<file path="config.mk">
export PLATFORM = sky130hd
export DESIGN_NAME = mem_port_arbiter
export DESIGN_NICKNAME = d
export VERILOG_FILES = /design/src/rtl/mem_port_arbiter.sv
export SDC_FILE = /design/constraint.sdc
export NUM_CORES = 1
export LEC_CHECK = 0
export BUFFER_PORTS_ARGS = -buffer_cell sky130_fd_sc_hd__buf_2
export CAP_MARGIN = 20
export CORE_ASPECT_RATIO = 0.7
export CORE_MARGIN = 2
export CORE_UTILIZATION = 36
export DETAILED_ROUTE_END_ITERATION = 8
export PLACE_DENSITY = 0.74
export SLEW_MARGIN = 15
export SYNTH_ARGS = -nofsm -noshare
export SYNTH_HDL_FRONTEND = slang
export SYNTH_SLANG_ARGS = --single-unit
export TNS_END_PERCENT = 30
</file>
<file path="constraint.sdc">
create_clock -name clk -period 1.4 [get_ports clk]
set_input_delay 0.14 -clock clk [delete_from_list [all_inputs] [get_ports clk]]
set_output_delay 0.14 -clock clk [all_outputs]
set_load 0.02 [all_outputs]
</file>
<file path="src/rtl/mem_port_arbiter.sv">
// mem_port_arbiter: shares the single-port unified memory between fetch (IF) and load/store (LS).
// LS wins ties until STARVE_MAX consecutive LS grants have gone by with IF waiting; then IF wins.
// One access at a time, request held until ack; per-requester valid/stall for the hazard logic.
// Optional feature macro: ARB_TIMEOUT_EN (abort a BUSY access after TIMEOUT cycles, sticky bus_err).
// DPW matches the data/address width of rv32i_pkg.
module mem_port_arbiter #(
  parameter int unsigned DPW        = 32,
  parameter int unsigned STARVE_MAX = 4,
  parameter int unsigned TIMEOUT    = 64
) (
  input  logic           clk,
  input  logic           rst,
  input  logic           if_req,
  input  logic [DPW-1:0] if_addr,
  output logic [DPW-1:0] if_rdata,
  output logic           if_valid,
  input  logic           ls_req,
  input  logic           ls_we,
  input  logic [DPW-1:0] ls_addr,
  input  logic [DPW-1:0] ls_wdata,
  input  logic [3:0]     ls_be,
  output logic [DPW-1:0] ls_rdata,
  output logic           ls_valid,
  output logic           if_stall,
  output logic           ls_stall,
  output logic           mem_req,
  output logic           mem_we,
  output logic [DPW-1:0] mem_addr,
  output logic [DPW-1:0] mem_wdata,
  output logic [3:0]     mem_be,
  input  logic           mem_ack,
  input  logic [DPW-1:0] mem_rdata,
  output logic           bus_err
);

  typedef enum logic [1:0] {StIdle, StBusyIf, StBusyLs} state_e;

  localparam logic [3:0] StarveMax = 4'(STARVE_MAX);

  state_e         state_q, state_d;
  logic [3:0]     streak_q, streak_d;
  logic [DPW-1:0] addr_q, addr_d;
  logic [DPW-1:0] wdata_q, wdata_d;
  logic           we_q, we_d;
  logic [3:0]     be_q, be_d;
  logic           abort;

`ifdef ARB_TIMEOUT_EN
  localparam logic [7:0] TimeoutLast = 8'(TIMEOUT - 1);

  logic [7:0] wait_q, wait_d;
  logic       bus_err_q, bus_err_d;

  // Wait counter restarts in IDLE (i.e. at every grant); abort on the TIMEOUT-th silent BUSY cycle.
  always_comb begin
    wait_d    = (state_q == StIdle) ? 8'd0 : wait_q + 8'd1;
    abort     = (state_q != StIdle) && !mem_ack && (wait_q == TimeoutLast);
    bus_err_d = bus_err_q | abort;
  end

  // Timeout state registers.
  always_ff @(posedge clk) begin
    if (rst) begin
      wait_q    <= 8'd0;
      bus_err_q <= 1'b0;
    end else begin
      wait_q    <= wait_d;
      bus_err_q <= bus_err_d;
    end
  end

  assign bus_err = bus_err_q;
`else
  logic unused_timeout;
  assign unused_timeout = ^TIMEOUT;
  assign abort          = 1'b0;
  assign bus_err        = 1'b0;
`endif

  // Arbitration, grant capture and completion.
  always_comb begin
    state_d  = state_q;
    streak_d = streak_q;
    addr_d   = addr_q;
    wdata_d  = wdata_q;
    we_d     = we_q;
    be_d     = be_q;
    unique case (state_q)
      StIdle: begin
        if (!if_req) streak_d = 4'd0;
        if (ls_req && (!if_req || (streak_q < StarveMax))) begin
          state_d = StBusyLs;
          addr_d  = ls_addr;
          wdata_d = ls_wdata;
          we_d    = ls_we;
          be_d    = ls_be;
          if (if_req) streak_d = streak_q + 4'd1;
        end else if (if_req) begin
          state_d  = StBusyIf;
          addr_d   = if_addr;
          wdata_d  = '0;
          we_d     = 1'b0;
          be_d     = 4'hF;
          streak_d = 4'd0;
        end
      end
      StBusyIf, StBusyLs: begin
        if (mem_ack || abort) state_d = StIdle;
      end
      default: state_d = StIdle;
    endcase
  end

  // State and captured-request registers.
  always_ff @(posedge clk) begin
    if (rst) begin
      state_q  <= StIdle;
      streak_q <= 4'd0;
      addr_q   <= '0;
      wdata_q  <= '0;
      we_q     <= 1'b0;
      be_q     <= 4'h0;
    end else begin
      state_q  <= state_d;
      streak_q <= streak_d;
      addr_q   <= addr_d;
      wdata_q  <= wdata_d;
      we_q     <= we_d;
      be_q     <= be_d;
    end
  end

  // Outputs: bus strobes gated to zero when idle; read data zero unless a real ack completes.
  always_comb begin
    mem_req   = (state_q != StIdle);
    mem_we    = we_q & mem_req;
    mem_be    = mem_req ? be_q : 4'h0;
    mem_addr  = addr_q;
    mem_wdata = wdata_q;
    if_valid  = (state_q == StBusyIf) && (mem_ack || abort);
    ls_valid  = (state_q == StBusyLs) && (mem_ack || abort);
    if_rdata  = (if_valid && mem_ack) ? mem_rdata : '0;
    ls_rdata  = (ls_valid && mem_ack) ? mem_rdata : '0;
    if_stall  = if_req & ~if_valid;
    ls_stall  = ls_req & ~ls_valid;
  end

endmodule

</file>
==> reports/qor.txt <==
Detailed Route Iter0 Violations = 309
Final Critical Period = 1.60 ns
initial antenna violation count = 1
RSZ-0062 raised after global routing = true
largest net degree at the start of global routing = 34
drt first pass iters = 5
FMAX = 0.627 GHz
most common cell after layout, fill and taps aside = buf_2
antenna viol nets, final = 0
ys flop type = dfxtp_1
crit path DAT = 1.46 ns
TritonCTS buffer count = 9
worst hold-check path type = in -> reg
Final Hold Viols = 0
Syn Area/Cell = 7.68 sq um
final setup vio count = 74
status = complete, but fails checks
P_sw = 2.36 mW
placer congestion estimate = 0.868
Ant. Diodes = 0
Seq cells post-synth = 75
core area = 9760 sq um
sequential cell area = 1510 sq um
Reg clk slew, reported paths = 0.06 ns
final cell count without fillers = 872
PortBufs = 275
Rows = 30
Post-Syn Instances = 474
Final Slew Violations = 0
post-DR wirelength/cell = 17.2 microns
Syn Std Cell Area = 3640 sq um
hpwl dp = 10000 microns
clock power share = 33.3%
syn nets = 616
CP max FO = 16
internal power = 4.71 mW
worst vdd ir = 0.665 mV
Nets = 881
max cap viols = 0
count of unique library cells instantiated by Yosys = 30
sw frac = 33.4%
area delta synth->final = 71.9%
skew final = 0.00670 ns
fraction of registers with async set or reset after synthesis = 0%
most frequent cells in the layout = buf_2 (211), dfxtp_1 (72), nand2_1 (70)
grt total ovfl = 0
worst setup margin = -0.196 ns
via count = 4691
Combinational Power Share = 31.5%
YS warnings = 0
Clock Latency Late Sink = 0.34 ns
vias in the first global route = 4301
Startpoint Class = flop
Initial Util = 37.3%
H-Tree Depth = 3
Clock Sinks = 75
Hold WS = 0.0366 ns
drt drc = 0
area of the multi-input gates = 2160 sq um
GR Util All Layers = 25.6%
first-pass GRT wire length = 21900 microns
Lkg Pwr = 3.07 nW
drt via density = 5.38
Chip Width = 124 microns
WP data required = 1.26 ns
Final Cycle Share = 114%
CTS tree = built
clk buf depth = 2
die span in y = 88.1 microns
Clock Root Buffer = clkbuf_16
Post-Place Cells = 850
final core utilization = 64.1%
register area share after synthesis = 41.3%
Flop pwr share = 35.2%
Die Area = 10900 sq um
num ports = 277
fill count = 848
Routed Wire Length = 15000 microns
EDFF count, synth = 0
Worst Setup Path Type = reg -> out
Pwr per Cell Area = 1130 nW/um^2
failing checks = setup timing
Setup TNS = -10.93 ns
critical path endpoint category = output pin
proportion of layout cells with a drive suffix above 1 = 51.7%
## stage by stage
step | total power [mW] | setup slack (ns) | area (sq um)
after detailed placement | 4.42 | -0.113 | 5200
after global routing | 7.39 | -0.231 | 6250
final | 7.07 | -0.196 | 6250
after global placement | 4.37 | -0.00162 | 5200
after floorplan | 3.66 | 0.00881 | 3640
after CTS | 6.97 | -0.189 | 6050
## state kept, by name, indices dropped and copies added (netlist names)
register and count:
mem_addr 32, streak_q 4, mem_wdata 32, be_q 4
state_q 2, we_q 1
## cells by family after synthesis
kind of cell	synth area share [%]
adder cells (fa/ha/maj)	1.38
buffers and inverters	7.22
AO/OA/AOI/OAI	23.5
AND/OR/NAND/NOR	26.5
flip-flops	41.3
other	0.103
## cell usage after synthesis (2+ instances only)
cell / instances / area share, %
dfxtp_1: 75 / 41
nand2_1: 70 / 7.2
and3_1: 64 / 11
a21oi_1: 38 / 5.2
nor2_1: 37 / 3.8
a211oi_1: 32 / 6.6
a31oi_1: 32 / 5.5
o21ai_0: 31 / 4.3
clkbuf_1: 26 / 2.7
buf_2: 21 / 2.9
nor2b_1: 7 / 1.2
buf_4: 6 / 1.2
ha_1: 4 / 1.4
nor3_1: 4 / 0.55
nor4_1: 4 / 0.69
o21ai_1: 3 / 0.41
and2_1: 2 / 0.34
inv_1: 2 / 0.21
inv_2: 2 / 0.21
nand4_1: 2 / 0.34
nor3b_1: 2 / 0.41
o21ai_2: 2 / 0.48
## final timing paths
kind,start,end,slack (ns),cells after the start
max reg2reg,state_q[0]$_SDFFE_PP0P_,state_q[1]$_SDFFE_PP0P_,-0.04,5
min reg2reg,mem_wdata[10]$_SDFFE_PP0P_,mem_wdata[10]$_SDFFE_PP0P_,0.45,2
max,state_q[1]$_SDFFE_PP0P_,ls_rdata[0],-0.20,5
min,ls_wdata[4],mem_wdata[4]$_SDFFE_PP0P_,0.04,3
## power groups by stage
| stage | logic [mW] | clock network, mW | registers [mW] |
|---|---|---|---|
| 2_1_floorplan | 0.891 | 0 | 2.77 |
| 3_3_place_gp | 1.85 | 0 | 2.51 |
| 3_5_place_dp | 1.90 | 0 | 2.52 |
| 4_1_cts | 2.09 | 2.39 | 2.48 |
| 5_1_grt | 2.39 | 2.49 | 2.51 |
| 6_report | 2.23 | 2.35 | 2.49 |
## what timing repair did
item | CTS | global route
endpoints found under the setup margin | 132 | 127
setup buffers | 3 | 1
gates cloned | 2 | 0
hold buffers | 0 | 0
hold endpoints to repair | 0 | 0
resized for setup | 144 | 50
pin swaps | 18 | 11
## layout make-up
type	count	area share, %
clock buffers	9	3.60
clock inverters	7	1.18
inverters	4	0.240
multi-input cells	342	34.6
flip-flops and latches	75	24.1
well taps	128	2.56
repair buffers	307	33.7
## per-layer routing
metal | vias to the layer above | track usage, % | part of all wire, %
met5 | - | 0 | 0
met4 | 0 | 9.09 | 2.2
met3 | 34 | 9.24 | 10
met2 | 258 | 41.7 | 47
met1 | 2194 | 31.4 | 41
li1 | 2205 | - | -
## worst max-delay path, cell delays in order, from the launching register on
cell and delay (ns):
dfxtp_2 0.33, buf_6 0.12, ha_4 0.18, buf_12 0.15, and3_1 0.20, buf_6 0.14
(Power assumes the default switching activity.)
